[config.mk]
export PLATFORM = sky130hd
export DESIGN_NAME = regfile_wb_arbiter
export DESIGN_NICKNAME = d
export VERILOG_FILES = /design/src/rtl/regfile_wb_arbiter.sv
export SDC_FILE = /design/constraint.sdc
export NUM_CORES = 1
export LEC_CHECK = 0
export BUFFER_PORTS_ARGS = -buffer_cell sky130_fd_sc_hd__clkbuf_2
export CORE_ASPECT_RATIO = 0.9
export CORE_UTILIZATION = 28
export CTS_CLUSTER_DIAMETER = 50
export DETAILED_ROUTE_END_ITERATION = 7
export HOLD_SLACK_MARGIN = 0.06
export SYNTH_ARGS = -nofsm -noshare
export SYNTH_HDL_FRONTEND = slang
export SYNTH_SLANG_ARGS = --single-unit
[constraint.sdc]
create_clock -name clk -period 2.5 [get_ports clk]
set_input_delay 0.125 -clock clk [delete_from_list [all_inputs] [get_ports clk]]
set_output_delay 0.125 -clock clk [all_outputs]
set_load 0.1 [all_outputs]
[src/rtl/regfile_wb_arbiter.sv]
// Round-robin arbiter sharing the register file write port among NREQ writeback sources.
// Optional write-to-read forwarding on rd1/rd2 is enabled by defining REGFILE_WB_BYPASS_EN.
module regfile_wb_arbiter #(
    parameter int unsigned n    = 16,
    parameter int unsigned r    = 4,
    parameter int unsigned NREQ = 2,
    parameter int unsigned CW   = 16
) (
    input  logic              clk,
    input  logic              rst_n,
    input  logic              hold,
    input  logic [NREQ-1:0]   req_valid,
    input  logic [NREQ*r-1:0] req_addr,
    input  logic [NREQ*n-1:0] req_data,
    output logic [NREQ-1:0]   req_ready,
    output logic              we3,
    output logic [r-1:0]      wa3,
    output logic [n-1:0]      wd3,
    input  logic [r-1:0]      ra1,
    input  logic [r-1:0]      ra2,
    input  logic [n-1:0]      rf_rd1,
    input  logic [n-1:0]      rf_rd2,
    output logic [n-1:0]      rd1,
    output logic [n-1:0]      rd2,
    output logic [CW-1:0]     conflict_cnt
);

    localparam int unsigned PW = (NREQ > 1) ? $clog2(NREQ) : 1;

    logic [PW-1:0]   r_ptr;
    logic            r_we3;
    logic [r-1:0]    r_wa3;
    logic [n-1:0]    r_wd3;
    logic [CW-1:0]   r_cnt;

    logic [NREQ-1:0] w_grant;
    logic [PW-1:0]   w_gidx;
    logic [PW-1:0]   w_scan_idx;
    logic            w_found;
    logic [PW:0]     w_nvalid;
    logic [r-1:0]    w_addr;
    logic [n-1:0]    w_data;
    logic            w_xfer;

    // Scan starts one past the last winner so the previous winner has lowest priority.
    always_comb begin
        w_grant    = '0;
        w_gidx     = '0;
        w_scan_idx = '0;
        w_found    = 1'b0;
        if (rst_n && !hold) begin
            for (int k = 1; k <= int'(NREQ); k++) begin
                w_scan_idx = PW'((int'(r_ptr) + k) % int'(NREQ));
                if (!w_found && req_valid[w_scan_idx]) begin
                    w_grant[w_scan_idx] = 1'b1;
                    w_gidx              = w_scan_idx;
                    w_found             = 1'b1;
                end
            end
        end
    end

    always_comb begin
        w_nvalid = '0;
        w_addr   = '0;
        w_data   = '0;
        for (int i = 0; i < int'(NREQ); i++) begin
            w_nvalid = w_nvalid + (PW+1)'(req_valid[i]);
            if (w_grant[i]) begin
                w_addr = req_addr[i*r +: r];
                w_data = req_data[i*n +: n];
            end
        end
    end

    assign req_ready = w_grant;
    assign w_xfer    = |(req_valid & w_grant);

    always_ff @(posedge clk or negedge rst_n) begin
        if (!rst_n) begin
            r_ptr <= PW'(NREQ - 1);
            r_we3 <= 1'b0;
            r_wa3 <= '0;
            r_wd3 <= '0;
            r_cnt <= '0;
        end else begin
            r_we3 <= 1'b0;
            if (w_xfer) begin
                r_ptr <= w_gidx;
                r_wa3 <= w_addr;
                r_wd3 <= w_data;
                // x0 writes are consumed but never reach the register file
                r_we3 <= (w_addr != '0);
            end
            if (!hold && (w_nvalid >= (PW+1)'(2)) && (r_cnt != '1)) begin
                r_cnt <= r_cnt + CW'(1);
            end
        end
    end

    assign we3          = r_we3;
    assign wa3          = r_wa3;
    assign wd3          = r_wd3;
    assign conflict_cnt = r_cnt;

`ifdef REGFILE_WB_BYPASS_EN
    // Forward the in-flight write during the cycle before the register file commits it.
    assign rd1 = (r_we3 && (r_wa3 == ra1) && (ra1 != '0)) ? r_wd3 : rf_rd1;
    assign rd2 = (r_we3 && (r_wa3 == ra2) && (ra2 != '0)) ? r_wd3 : rf_rd2;
`else
    logic w_unused_ra;
    assign w_unused_ra = ^{ra1, ra2};
    assign rd1         = rf_rd1;
    assign rd2         = rf_rd2;
`endif

endmodule
==> metrics.md <==
| Metric | Value |
|---|---|
| Total Routing Usage GR | 0.128 |
| Asr flop ratio synth | 1.00 |
| Full die area | between 0.007 and 0.008 mm2 |
| CP endpoint | we3 |
| CTS clk-pin slew, worst paths | ~0.070 ns |
| Top cells by area, synth | dfrtp_1, buf_4, a222oi_1, xor2_1, inv_1 |
| Setup Viol. Count Final | 0 |
| Top cells by count, synth | dfrtp_1, buf_4, a222oi_1, inv_1, xor2_1 |
| Slew headroom | 0.631 |
| Post-synthesis cell area | 0.00197 mm2 |
| Leak pwr | 1.34 nW |
| Synth Area in Simple Gates | 0.145 |
| Clk sinks | 38 |
| Area Growth Syn to Fin | 25.3% |
| Num CTS Buffers | 5 |
| Cell row count | 28 |
| DRT iter0 DRCs | around 120 |
| CTS root buf | clkbuf_8 |
| Number of synthesized flops with an enable pin | 0 |
| Post-Route WL | 4520 um |
| Port Buffers | 83 |
| GR Overflow Total | 0 |
| Tightest Pin Transition | 0.550 ns |
| Fin util | 0.368 |
| TritonRoute pass-1 iters | 8 |
| CTS tree | built |
| Min cycle time layout | ~2.2 ns |
| Top_reg_cell synth | dfrtp_1 |
| Critical path launch point type | input port |
| DIE WIDTH | 90.3 um |
| Endpoints failing hold | 0 |
| Top Ports | 156 |
| Fin crit share | 0.860 |
| Clk_lat worst skew | around 0.28 ns |
| Multiplexer share of the synthesized area | 0.00763 |
| R2R Setup Slk | 0.53 ns |
| Synth Area in XOR/XNOR | 0.0623 |
| Max VDD drop | between 0.5 and 0.6 mV |
| Failing checks | design-rule violations |
| Syn Inst Count | between 150 and 200 |
| Nets | between 300 and 400 |
| Mean Syn Cell Area | 11.0 um2 |
| Post-Syn Nets | approximately 270 |
| Compound-gate portion of the synthesized area | 0.123 |
| N_diodes | 0 |
| Synth warnings | 0 |
| Clock buffer depth | 2 |
| Starting Density | 0.294 |
| Reg2Reg Launch Point | r_ptr |
| Post-CTS setup repair buffer count | 0 |
| Largest net degree at the start of global routing | 39 |
| Largest area contributor in the netlist | dfrtp_1 |
| Vias in the first global route | 1,536 |
| Dpl hpwl | roughly 3300 um |
| Count of distinct cell types in the synthesized netlist | 35 |
| Min-Delay Path Class | in -> reg |
| Core Area | 0.00669 mm2 |
| Vias | ~1,600 |
| # DRC | 2 |
| DR vias/cell | around 4.9 |
| Remaining antenna violation count after routing | 0 |
| Chip height | a little over 80 um |
| Power Dens Cells | 999 mW/mm2 |
| Share of layout cells above drive strength 1 | 0.434 |
| Setup Total Neg Slack | 0 ns |
| GPL Wtd Cong | 0.774 |
| Reg-to-reg critical path endpoint | we3 |
| Reg2reg path depth | 5 |
| Global-route wire length before repair | 7360 um |
| CP Class | in -> reg |
| Most frequent cell after synthesis | dfrtp_1 |
| DR WL/cell | 13.6 um |
| Setup crit end kind | flop |
| Post-synthesis register bit count | 38 |
| Fill count | roughly 660 |
| Outcome | finished, violations left |
| Clock skew | 0.00662 ns |
| Crit path max fanout | 22 |
| Adder-Cell Fraction of Synth Area | 0.00636 |
| Arr. time, crit path | approximately 2.4 ns |
| RSZ-0062 raised after global routing | no |
| Final max-slew violation count | 0 |
| H-tree levels | 2 |
| Max frequency | 465 MHz |
| # Max-Cap Violations | 0 |
| Worst EP required | 2.72 ns |
| Critical path origin | rst_n |
| Antenna violations before repair | 0 |
| Sequential share of the synthesized area | 0.484 |
| Share of the synthesized area in the top cell type | 0.471 |
| Largest family of logic cells by synthesized area | buffers and inverters |
## critical path, cell delays in order
cell,delay [ns]
dlygate4sd3_1,0.53
clkbuf_2,0.13
nor2b_1,0.26
and3_2,0.53
o41ai_1,0.16
nand2_1,0.09
dlygate4sd3_1,0.55
## how the worst min path moves through the flow
stage            startpoint               to  slack, ns  cells past startpoint
3_3_place_gp     rf_rd1[15]          rd1[15]       0.25                      0
2_1_floorplan         rst_n  conflict_cnt[0]      -0.17                      0
3_5_place_dp     rf_rd1[15]          rd1[15]       0.25                      0
5_1_grt        req_data[31]          wd3[15]       0.07                      3
4_1_cts        req_data[20]           wd3[4]       0.06                      3
6_report       req_data[20]           wd3[4]       0.07                      3
## per-layer routing
| metal | share of wire | GRT usage | vias up |
|---|---|---|---|
| met3 | 0.066 | 0.0472 | 10 |
| met2 | 0.50 | 0.215 | 75 |
| met4 | 0.0093 | 0.0403 | 0 |
| met5 | 0 | 0 | - |
| met1 | 0.42 | 0.155 | 788 |
| li1 | - | - | 738 |
## cell families after synthesis
| group | Yosys count |
|---|---|
| AO/OA/AOI/OAI | 26 |
| XOR/XNOR | 14 |
| adder cells (fa/ha/maj) | 1 |
| buffers and inverters | 58 |
| flip-flops | 38 |
| multiplexers | 1 |
| AND/OR/NAND/NOR | 41 |
## registers in the layout, summed over array words and instances, names as in the netlist
| signal | cells |
|---|---|
| conflict_cnt | 16 |
| r_ptr | 1 |
| wa3 | 4 |
| wd3 | 16 |
| we3 | 1 |
## area by class of cell
cell class	count	area, um2	share of cell area
clock buffers	7	76.3	0.0310
clock inverters	1	30.0	0.0122
inverters	20	75.1	0.0305
multi-input cells	83	678	0.275
flip-flops and latches	38	953	0.387
well taps	90	113	0.0457
repair buffers	93	538	0.218
## power by group
group          switching, mW  internal [mW]  total (mW)  leakage, nW
clock network          0.207          0.299       0.506       0.0524
registers             0.0918          0.727       0.819        0.484
logic                  0.939          0.198        1.14        0.805
total                   1.24           1.22        2.46         1.34
## through the flow
stage / total power, mW / instance area [um2] / worst slack [ns] / instances / hold slack, ns
after floorplan: 1.98 / 1970 / 0.00376 / 179 / -0.171
after global placement: 1.95 / 2290 / 0.582 / 317 / 0.251
after detailed placement: 1.96 / 2290 / 0.563 / 317 / 0.251
after CTS: 2.50 / 2460 / 0.131 / 332 / 0.0602
after global routing: 2.58 / 2460 / 0.177 / 332 / 0.0696
final: 2.46 / 2460 / 0.349 / 332 / 0.0711
## timing repair
| action | 4_1_cts | 5_1_grt |
|---|---|---|
| setup endpoints to repair | 0 | 2 |
| hold buffers | 7 | 0 |
| hold endpoints to repair | 42 | 0 |
| gates resized for setup | 0 | 1 |
## layout by cell type, fill, tap and decap left out, drive strengths merged
master	n
nand3	7
nor4b	2
or2	2
ha	1
or2b	1
a222oi	20
a31oi	1
nor2b	1
a21oi	1
and3	2
o21a	1
buf	5
nor3b	2
o41ai	2
bufinv	1
dfrtp	37
nor2	2
inv	20
o21ai	1
or4	1
dfstp	1
nand2	6
dlygate4sd3	7
nor4	4
nand3b	1
mux2	1
clkbuf	88
nor3	5
and4bb	1
nand4	4
xor2	11
xnor2	3
Note: power is estimated with default switching activity, not from simulation.
